[config.mk]
export PLATFORM = sky130hd
export DESIGN_NAME = softmax_norm
export DESIGN_NICKNAME = d
export VERILOG_FILES = /design/src/rtl/softmax_norm.sv
export SDC_FILE = /design/constraint.sdc
export NUM_CORES = 1
export LEC_CHECK = 0
export ABC_CLOCK_PERIOD_IN_PS = 10100
export BUFFER_PORTS_ARGS = -buffer_cell sky130_fd_sc_hd__buf_2
export CAP_MARGIN = 5
export CORE_ASPECT_RATIO = 1.4
export CORE_MARGIN = 4
export CORE_UTILIZATION = 60
export CTS_CLUSTER_DIAMETER = 80
export DETAILED_ROUTE_END_ITERATION = 6
export HOLD_SLACK_MARGIN = 0.15
export PLACE_DENSITY = 0.9
export RECOVER_POWER = 25
export SLEW_MARGIN = 10
export SYNTH_ARGS = -nofsm -noshare
export SYNTH_HDL_FRONTEND = slang
export SYNTH_SLANG_ARGS = --single-unit
export TNS_END_PERCENT = 20
[constraint.sdc]
create_clock -name clk -period 10.1 [get_ports clk]
set_clock_uncertainty 0.05 [all_clocks]
set_input_delay 2.02 -clock clk [delete_from_list [all_inputs] [get_ports clk]]
set_output_delay 2.02 -clock clk [all_outputs]
set_load 0.01 [all_outputs]
[src/rtl/softmax_norm.sv]
// softmax_norm: collects one row of N_ELEM e^x values (UQ3.6), sums them,
// then divides each element by the row sum with a bit-serial restoring
// divider and emits UQ0.8 probabilities in arrival order.
// Optional macro SOFTMAX_ROUND_EN: round-half-up quotient instead of floor.
module softmax_norm #(
  parameter int N_ELEM = 4,
  parameter int IN_W   = 9,
  parameter int OUT_W  = 8,
  parameter int SUM_W  = IN_W + $clog2(N_ELEM)
) (
  input  logic             clk,
  input  logic             rst,
  input  logic [IN_W-1:0]  ex_in,
  input  logic             ex_vld_in,
  output logic             ex_rdy_out,
  output logic [OUT_W-1:0] prob_out,
  output logic             prob_vld_out,
  input  logic             prob_rdy_in,
  output logic             busy
);

  localparam int IDX_W = $clog2(N_ELEM);
  localparam int BIT_W = $clog2(OUT_W + 1);
  // One spare bit so the rounding term can never wrap the numerator.
  localparam int NUM_W = IN_W + OUT_W + 1;
  // Divisor is aligned to the quotient MSB (sum << OUT_W) on the first step.
  localparam int DVS_W = SUM_W + OUT_W;
  localparam logic [IDX_W-1:0] LAST_IDX = IDX_W'(N_ELEM - 1);
  localparam logic [BIT_W-1:0] LAST_BIT = BIT_W'(OUT_W);

  typedef enum logic [1:0] {COLLECT, DIVIDE, OUTPUT} state_t;

  state_t             state_q, state_d;
  logic [IDX_W-1:0]   cnt_q, cnt_d;
  logic [IDX_W-1:0]   idx_q, idx_d;
  logic [BIT_W-1:0]   bit_q, bit_d;
  logic [SUM_W-1:0]   sum_q, sum_d;
  logic [IN_W-1:0]    buf_q [N_ELEM];
  logic [IN_W-1:0]    buf_d [N_ELEM];
  logic [NUM_W-1:0]   rem_q, rem_d;
  logic [OUT_W:0]     quo_q, quo_d;
  logic [OUT_W-1:0]   prob_q, prob_d;
  logic               vld_q, vld_d;
  logic               rdy_q, rdy_d;

  logic [NUM_W-1:0]   num;
  logic [NUM_W-1:0]   rem_cur;
  logic [NUM_W-1:0]   rem_nxt;
  logic [DVS_W-1:0]   dvs;
  logic [OUT_W:0]     quo_base;
  logic [OUT_W:0]     quo_nxt;
  logic [OUT_W-1:0]   sat;
  logic               qbit;

  assign ex_rdy_out   = rdy_q;
  assign prob_out     = prob_q;
  assign prob_vld_out = vld_q;
  assign busy         = (state_q != COLLECT);

  // Divider datapath: one restoring step per DIVIDE cycle, numerator
  // taken fresh from the buffer on the first step of each element.
  always_comb begin
    num = {1'b0, buf_q[idx_q], {OUT_W{1'b0}}};
`ifdef SOFTMAX_ROUND_EN
    num = num + NUM_W'(sum_q >> 1);
`endif
    rem_cur  = (bit_q == '0) ? num : rem_q;
    dvs      = {sum_q, {OUT_W{1'b0}}} >> bit_q;
    // A zero sum forces every quotient bit to 0 without changing timing.
    qbit     = (sum_q != '0) && (DVS_W'(rem_cur) >= dvs);
    rem_nxt  = qbit ? (rem_cur - NUM_W'(dvs)) : rem_cur;
    quo_base = (bit_q == '0) ? '0 : quo_q;
    quo_nxt  = {quo_base[OUT_W-1:0], qbit};
    // Quotient of exactly 2^OUT_W (element == sum) clamps to all ones.
    sat      = quo_q[OUT_W] ? '1 : quo_q[OUT_W-1:0];
  end

  // Control FSM: collect row, then divide/output each element in turn.
  always_comb begin
    state_d = state_q;
    cnt_d   = cnt_q;
    idx_d   = idx_q;
    bit_d   = bit_q;
    sum_d   = sum_q;
    buf_d   = buf_q;
    rem_d   = rem_q;
    quo_d   = quo_q;
    prob_d  = prob_q;
    vld_d   = vld_q;
    case (state_q)
      COLLECT: begin
        if (ex_vld_in && rdy_q) begin
          buf_d[cnt_q] = ex_in;
          sum_d        = sum_q + SUM_W'(ex_in);
          cnt_d        = cnt_q + 1'b1;
          if (cnt_q == LAST_IDX) begin
            idx_d   = '0;
            bit_d   = '0;
            state_d = DIVIDE;
          end
        end
      end
      DIVIDE: begin
        rem_d = rem_nxt;
        quo_d = quo_nxt;
        if (bit_q == LAST_BIT) begin
          bit_d   = '0;
          state_d = OUTPUT;
        end else begin
          bit_d = bit_q + 1'b1;
        end
      end
      OUTPUT: begin
        // Registered output stage: load once, then hold until accepted.
        if (!vld_q) begin
          prob_d = sat;
          vld_d  = 1'b1;
        end else if (prob_rdy_in) begin
          vld_d = 1'b0;
          if (idx_q == LAST_IDX) begin
            sum_d   = '0;
            state_d = COLLECT;
          end else begin
            idx_d   = idx_q + 1'b1;
            state_d = DIVIDE;
          end
        end
      end
      default: state_d = COLLECT;
    endcase
    rdy_d = (state_d == COLLECT);
  end

  // State and datapath registers.
  always_ff @(posedge clk or posedge rst) begin
    if (rst) begin
      state_q <= COLLECT;
      cnt_q   <= '0;
      idx_q   <= '0;
      bit_q   <= '0;
      sum_q   <= '0;
      rem_q   <= '0;
      quo_q   <= '0;
      prob_q  <= '0;
      vld_q   <= 1'b0;
      rdy_q   <= 1'b0;
      for (int i = 0; i < N_ELEM; i++) buf_q[i] <= '0;
    end else begin
      state_q <= state_d;
      cnt_q   <= cnt_d;
      idx_q   <= idx_d;
      bit_q   <= bit_d;
      sum_q   <= sum_d;
      rem_q   <= rem_d;
      quo_q   <= quo_d;
      prob_q  <= prob_d;
      vld_q   <= vld_d;
      rdy_q   <= rdy_d;
      for (int i = 0; i < N_ELEM; i++) buf_q[i] <= buf_d[i];
    end
  end

endmodule

==> results of run 1 <==
-- layout by cell type (no fill, tap or decap), types with 16 or more instances in the layout --
cell	n
dfrtp_1	94
nand2_1	61
a21oi_1	50
nor2_1	48
mux2_2	47
ha_1	35
o21ai_0	24
mux2i_1	23
nand3_1	17
nor2b_1	16
-- metrics by stage --
| stage | hold WS [ps] | std cells | setup WS (ps) | instance area, um^2 | utilization [%] |
|---|---|---|---|---|---|
| floorplan | 393.8 | 607 | 5581 | 6063 | - |
| global placement | 404.6 | 736 | 5322 | 6223 | 62.87 |
| detailed placement | 426.1 | 736 | 5145 | 6223 | 62.87 |
| CTS | 441.8 | 752 | 5142 | 6521 | 65.87 |
| global route | 460.3 | 752 | 4701 | 6509 | 65.75 |
| finish | 440.6 | 752 | 5091 | 6509 | 65.75 |
-- area by class of cell --
class	instances	area [um^2]
fillers	754	3391
multi-input cells	473	3537
inverters	9	35.03
clock buffers	9	225.2
well taps	135	168.9
flip-flops and latches	94	2352
repair buffers	25	117.6
clock inverters	7	72.57
-- how the worst min path moves through the flow --
stage	from	endpoint	slack, ps	depth (start not counted)
2_1_floorplan	rem_q[9]	rem_q[9]	390	1
3_3_place_gp	rem_q[9]	rem_q[9]	400	1
3_5_place_dp	rem_q[9]	rem_q[9]	430	1
4_1_cts	rem_q[9]	rem_q[9]	440	1
5_1_grt	rem_q[2]	rem_q[2]	460	1
6_report	rem_q[9]	rem_q[9]	440	1
-- layer usage --
layer  share of wire (%)  GRT usage, %  vias up
met3                 3.8         3.381       50
met4                 4.7         13.03        0
met5                   0             0        -
li1                    -             -     2199
met2                  53         46.03      168
met1                  39         29.12     2281
-- kinds of logic (layout without fill, tap and decap cells) --
family	count (synthesis)	count (layout)	synth area share (%)
adders and majority gates	37	37	7.883
AOI/OAI and AO/OA	145	145	16.12
DFF	94	94	38.79
xor gates and xnor gates	21	21	3.033
buffers and inverters	40	50	2.868
muxes	80	80	16.24
and+or+nand+nor	190	190	15.06
-- cell usage after synthesis, types with 5 or more instances --
cell,instances
a211oi_1,5
a21o_1,15
a21oi_1,50
a22o_1,9
and2_1,10
clkbuf_1,21
dfrtp_1,94
ha_1,35
inv_1,8
mux2_2,47
mux2i_1,23
mux4_2,10
nand2_1,61
nand3_1,17
nor2_1,48
nor2b_1,16
nor3_1,7
o21ai_0,24
o2bb2ai_1,6
or2_2,9
xnor2_1,13
xor2_1,8
-- critical path: stages (launching register included) --
cell      delay [ps]
dfrtp_1          820
inv_1            180
ha_1             260
nand2_1          670
mux2_2           430
ha_1             370
a211oi_1         120
nor2_2           160
a21oi_1           90
nor3_1           290
a211oi_4          80
o21ai_1          810
nand2_2          290
o221ai_1         260
-- state kept, by name, indices dropped and copies added (netlist names) --
| name | flops |
|---|---|
| buf_q | 36 |
| prob_vld_out | 1 |
| rem_q | 18 |
| state_q | 2 |
| prob_out | 8 |
| quo_q | 9 |
| idx_q | 2 |
| ex_rdy_out | 1 |
| sum_q | 11 |
| bit_q | 4 |
| cnt_q | 2 |
==> flow_summary.yaml, run 1 <==
status:
  outcome: "finished, final reports clean"
setup_path:
  endpoint_kind: "flop"
  reg2reg_from: "bit_q[0]"
  crit_type: "flop to flop"
  worst_ep_required_time_ps: 10300
  r2r_cells: 13
  cp_max_fo: 27
  cp.arrival_ps: 5210
  crit_start: "bit_q[0]"
  critPathCapture: "rem_q[14]"
  start_kind: "flop"
  rrSetupSlack_ps: 5090
  reg2reg_to: "rem_q[14]"
clock_tree:
  cts_setup_buffers: 0
  clkSinkCount: 94
  clock_path_buffers: 2
  cts_tree: "yes"
  cts-resized-gates: 0
  ctsHoldBuffers: 0
  cts_buffers: 9
  htreeDepth: 3
  path_clk_slew_ps: 70
  clock-root-buffer: "clkbuf_16"
  clkLatencyLatePin_ps: 350
layout:
  drive_gt1_share_pct: 17.83
  antennaDiodeCount: 0
  fin_nets: 662
  area_growth_pct: 7.346
synth:
  synth_top_area_share_pct: 38.79
  synthesis.area_um2: 6063
  synth_enable_flop_cells: 0
  netlist_instances: 607
  synth_fp_nets: 657
  synth_flop_cell: "dfrtp_1"
  yosysUniqueCellTypes: 66
  seq_area_frac_synth_pct: 38.79
  synth-async-reset-ratio_pct: 100.0
  yosys.area.top_type: "dfrtp_1"
  ys_warn_count: 0
  ys_top_cells_by_area: "dfrtp_1 39%, mux2_2 8.7%, ha_1 7.2%"
  syn_avg_cell_area_um2: 9.989
  synth-seq-cells: 94
floorplan:
  dieArea_um2: 11800
  ioPinCount: 24
  die_h_um: 126.9
  initial_core_util_pct: 61.25
  rows: 43
  fp.coreArea_um2: 9899
  die_w_um: 92.96
global_route:
  track_usage_pct: 25.51
  grt_pass1_wl_um: 23720
  antenna_found_initial: 0
  grt_pass1_vias: 4848
  grt_overflow: 0
  grt_max_degree: 76
routing:
  drt-total-wl_um: 14160
  vias: 4698
  final_antenna_net_count: 0
  wl_per_cell_um: 18.83
  drc: 0
  first_pass_iters: 5
  via_per_inst: 6.247
  first_iter_violations: 262
sta:
  fin_crit_ps: 5009
  slew_viol_final: 0
  rsz0062_at_grt: "false"
  period_share_pct: 49.59
  hold_viol_final: 0
  tightestPinTransition_ps: 1261
  setup_violations: 0
  fmax_ghz: 0.1996
  max_slew_margin_pct: 15.63
  fin_setup_tns_ps: 0
place:
  hpwl_um: 10430
  port_buffers: 23
  routabilityCongestion: 0.9702
hold_path:
  hp-class: "flop to flop"
job:
  maxCapViolCount: 0
Power of run 1 is not shown: default switching activity piles up to over one toggle a cycle in this logic, so the estimate is an artifact.
==> run 2, diff against run 1 <==
--- a/config.mk
+++ b/config.mk
@@ -5,16 +5,16 @@
 export SDC_FILE = /design/constraint.sdc
 export NUM_CORES = 1
 export LEC_CHECK = 0
-export ABC_CLOCK_PERIOD_IN_PS = 10100
+export ABC_CLOCK_PERIOD_IN_PS = 4000
 export BUFFER_PORTS_ARGS = -buffer_cell sky130_fd_sc_hd__buf_2
 export CAP_MARGIN = 5
 export CORE_ASPECT_RATIO = 1.4
 export CORE_MARGIN = 4
-export CORE_UTILIZATION = 60
+export CORE_UTILIZATION = 57
 export CTS_CLUSTER_DIAMETER = 80
 export DETAILED_ROUTE_END_ITERATION = 6
 export HOLD_SLACK_MARGIN = 0.15
-export PLACE_DENSITY = 0.9
+export PLACE_DENSITY = 0.89
 export RECOVER_POWER = 25
 export SLEW_MARGIN = 10
 export SYNTH_ARGS = -nofsm -noshare
==> constraint.sdc (replaced) <==
create_clock -name clk -period 4 [get_ports clk]
set_clock_uncertainty 0.05 [all_clocks]
set_input_delay 0.8 -clock clk [delete_from_list [all_inputs] [get_ports clk]]
set_output_delay 0.8 -clock clk [all_outputs]
set_load 0.01 [all_outputs]
==> flow_summary.yaml, run 2 (same netlist as run 1, synthesis figures left out) <==
global_route:
  grt_pass1_vias: 4898
  antenna_found_initial: 0
  grt_overflow: 0
  grt_pass1_wl_um: 23730
  track_usage_pct: 24.95
  grt_max_degree: 39
clock_tree:
  ctsHoldBuffers: 0
  htreeDepth: 3
  path_clk_slew_ps: 70
  cts_tree: "yes"
  clock-root-buffer: "clkbuf_16"
  clkSinkCount: 94
  clock_path_buffers: 2
  cts_buffers: 9
  clkLatencyLatePin_ps: 360
layout:
  regMostFlops: "buf_q"
  final_cell_mix: "93 x dfrtp_1, 61 x nand2_1, 50 x a21oi_1, 48 x nor2_1, 47 x mux2_2"
  fin_nets: 677
  final_common_cell: "dfrtp_1"
  largest_reg_flops: 36
  utilization_pct: 63.77
  antennaDiodeCount: 0
  area_growth_pct: 9.430
  reg_top3: "buf_q x36, rem_q x18, sum_q x11"
  drive_gt1_share_pct: 21.36
sta:
  fin_crit_ps: 3756
  period_share_pct: 93.91
  rsz0062_at_grt: "false"
  fin_ws_ps: 243.7
  setup_violations: 0
  fmax_ghz: 0.2662
  slew_viol_final: 0
  max_slew_margin_pct: 6.032
  tightestPinTransition_ps: 1410
  fin_setup_tns_ps: 0
  hold_viol_final: 0
place:
  dp_slack_ps: 205.8
  port_buffers: 23
  routabilityCongestion: 0.9617
  hpwl_um: 10750
routing:
  first_pass_iters: 6
  drc: 0
  final_antenna_net_count: 0
  drt-total-wl_um: 14490
  via_per_inst: 6.214
  wl_per_cell_um: 18.81
  vias: 4785
  first_iter_violations: 316
floorplan:
  die_h_um: 130.0
  die_w_um: 95.17
  fp.coreArea_um2: 10410
  dieArea_um2: 12370
  rows: 44
  ioPinCount: 24
  initial_core_util_pct: 58.27
setup_path:
  start_kind: "flop"
  worst_ep_required_time_ps: 4130
  cp.arrival_ps: 3880
  cp_max_fo: 11
  endpoint_kind: "flop"
  crit_type: "flop to flop"
hold_path:
  hp-class: "flop to flop"
status:
  outcome: "finished, final reports clean"
job:
  maxCapViolCount: 0
==> run 2: final cells by class <==
cell class | count | area [um^2]
clock inverter | 7 | 72.57
inverter | 9 | 35.03
fill | 772 | 3770
clock buffer | 9 | 225.2
timing repair buffer | 40 | 239.0
sequential | 94 | 2354
multi-input combinational | 473 | 3537
tap | 138 | 172.7
==> run 2: metrics by stage <==
| stage | cells | area (um^2) | hold slack, ps |
|---|---|---|---|
| floorplan | 607 | 6063 | 393.8 |
| global placement | 754 | 6340 | 405.4 |
| detailed placement | 754 | 6340 | 413.3 |
| CTS | 770 | 6638 | 429.0 |
| global route | 770 | 6635 | 459.5 |
| finish | 770 | 6635 | 433.3 |
==> run 2: worst paths after layout <==
check,start,to,slack [ps],depth (start not counted)
worst max-delay path,idx_q[0],rem_q[8],240,12
worst min-delay path,rem_q[9],rem_q[9],430,1
worst max register to register,idx_q[0],rem_q[8],240,12
worst min register to register,rem_q[9],rem_q[9],430,1
max in group asynchronous,rst,quo_q[8],1400,3
min in group asynchronous,rst,sum_q[10],680,2
==> run 2: worst max-delay path, stage by stage (launching register included) <==
cell	delay (ps)
dfrtp_1	690
mux4_2	580
mux2_2	290
ha_1	380
a211oi_1	360
nor2_2	100
a21oi_1	160
nor3_1	90
a211oi_4	230
o21ai_1	130
buf_4	190
mux2i_1	190
o21ai_0	130
==> run 2: per-layer routing <==
metal | wire length (um) | global-route usage (%)
met1 | 5546 | 28.34
met5 | 0 | 0
met4 | 1055 | 18.01
met3 | 662 | 4.210
met2 | 7221 | 41.90
==> run 2: what timing repair did <==
item | in CTS | in global routing
buffers inserted | 0 | 0
setup endpoints to repair | 0 | 4
resized for setup | 0 | 1
Power of run 2 is left out for the same reason.
==> run 3, diff against run 2 <==
--- a/config.mk
+++ b/config.mk
@@ -16,6 +16,7 @@
 export HOLD_SLACK_MARGIN = 0.15
 export PLACE_DENSITY = 0.89
 export RECOVER_POWER = 25
+export REMOVE_ABC_BUFFERS = 1
 export SLEW_MARGIN = 10
 export SYNTH_ARGS = -nofsm -noshare
 export SYNTH_HDL_FRONTEND = slang
==> flow_summary.yaml, run 3 (same netlist as run 1, synthesis figures left out) <==
sta:
  max_slew_margin_pct: -63.40
  rsz0062_at_grt: "false"
  setup_violations: 0
  fin_ws_ps: 234.4
  whs_ps: 440.4
  fin_crit_ps: 3766
  fmax_ghz: 0.2656
  period_share_pct: 94.14
  tightestPinTransition_ps: 2438
  slew_viol_final: 56
  hold_viol_final: 0
  fin_setup_tns_ps: 0
setup_path:
  crit_family: "compound AO/OA/AOI/OAI gates"
  reg2reg_from: "bit_q[0]"
  crit_buf_inv: 1
  crit_chain: "buf_6 -> nor2b_1 -> a211oi_1 -> a21oi_1 -> mux2i_1 -> nor2b_1 -> a21oi_1 -> ha_1 -> o21a_1 -> o31a_1 -> o21ai_2 -> a21oi_4 -> a211oi_4 -> o21a_4 -> a21o_1 -> a32o_1"
  cp_max_fo: 17
  r2r_cells: 16
  start_kind: "flop"
  cp.arrival_ps: 3950
  reg2reg_to: "rem_q[1]"
  crit_type: "flop to flop"
  slowest_delay_ps: 460
  endpoint_kind: "flop"
  cp_slowest_cell: "dfrtp_2"
  worst_ep_required_time_ps: 4190
  rrSetupSlack_ps: 230
hold_path:
  min_from: "rem_q[5]"
  min_to: "rem_q[5]"
  hp-class: "flop to flop"
  whs_path_depth: 1
global_route:
  track_usage_pct: 25.48
  grt_pass1_wl_um: 24320
  grt_max_degree: 56
  grt_overflow: 0
  grt_pass1_vias: 4935
  antenna_found_initial: 0
status:
  failed_checks: "capacitance limit, slew limit"
  outcome: "finished, violations left"
layout:
  final_cell_mix: "93 x dfrtp_1, 61 x nand2_1, 50 x a21oi_1, 47 x mux2_2, 47 x nor2_1"
  area_growth_pct: 8.935
  regMostFlops: "buf_q"
  nFillCells: 761
  largest_reg_flops: 36
  register_area_um2: 2354
  layout.cells.non_filler: 768
  final_common_cell: "dfrtp_1"
  drive_gt1_share_pct: 21.11
  antennaDiodeCount: 0
  reg_top3: "buf_q x36, rem_q x18, sum_q x11"
  fin_nets: 675
  multiInputGateArea_um2: 3540
place:
  port_buffers: 23
  dpl.cell_count: 752
  dp_slack_ps: 200.3
  hpwl_um: 10670
  routabilityCongestion: 0.9086
floorplan:
  ioPinCount: 24
  die_h_um: 130.0
  dieArea_um2: 12370
  fp.coreArea_um2: 10410
  initial_core_util_pct: 58.27
  die_w_um: 95.17
  rows: 44
clock_tree:
  cts_buffers: 9
  cts_tree: "yes"
  htreeDepth: 3
  clkLatencyLatePin_ps: 350
  cts_setup_buffers: 0
  clock_path_buffers: 2
  clkSinkCount: 94
  path_clk_slew_ps: 60
  clock-root-buffer: "clkbuf_16"
routing:
  drc: 0
  final_antenna_net_count: 0
  drt-total-wl_um: 14820
  wl_per_cell_um: 19.29
  vias: 4859
  first_pass_iters: 5
  via_per_inst: 6.327
  first_iter_violations: 324
job:
  maxCapViolCount: 1
-- run 3: cell types whose count changed in the layout (fill, tap and decap cells not counted), sizes merged --
cell	change
inv	-1
clkbuf	+1
clkinvlp	-1
buf	-1
-- run 3: worst max path at each step --
stage                         from  slack, ps         to  cells after the start
after global placement    bit_q[0]        370   rem_q[2]                     15
after detailed placement  bit_q[0]        200  rem_q[17]                     15
final                     bit_q[0]        230   rem_q[1]                     16
after floorplan           bit_q[0]        -80  rem_q[14]                     13
after CTS                 bit_q[0]        190  rem_q[17]                     15
after global routing      bit_q[0]         20   rem_q[8]                     17
-- run 3: area by class of cell --
type                    count  share of cell area (%)
clock inverters             5                  0.6062
flip-flops and latches     94                   35.63
multi-input cells         473                   53.59
repair buffers             38                   3.504
clock buffers              11                   3.523
well taps                 138                   2.614
inverters                   9                  0.5304
-- run 3: per-layer routing --
layer  vias to the layer above  track usage, %  share of wire, %
met1                      2396           28.44                38
met3                        51           2.999               3.8
met2                       184           45.86                54
li1                       2228               -                 -
met4                         0           15.21               5.0
met5                         -               0                 0
-- run 3: timing repair --
action	4_1_cts	5_1_grt
hold buffers	0	0
gates resized for setup	0	3
setup endpoints to repair	0	19
-- run 3: stage by stage --
step,util [%],cell area (um^2)
floorplan,-,5923
global placement,60.79,6325
detailed placement,60.79,6325
CTS,63.41,6598
global route,63.48,6605
finish,63.48,6605
-- run 3: worst register-to-register path, delay by kind of cell, from the launching register on --
kind	cells	cell delay, ps
AO/OA/AOI/OAI	11	2130
adder cells (fa/ha/maj)	1	380
flip-flops	1	460
multiplexers	1	160
AND/OR/NAND/NOR	2	310
buffers and inverters	1	180
Power of run 3 is left out for the same reason.
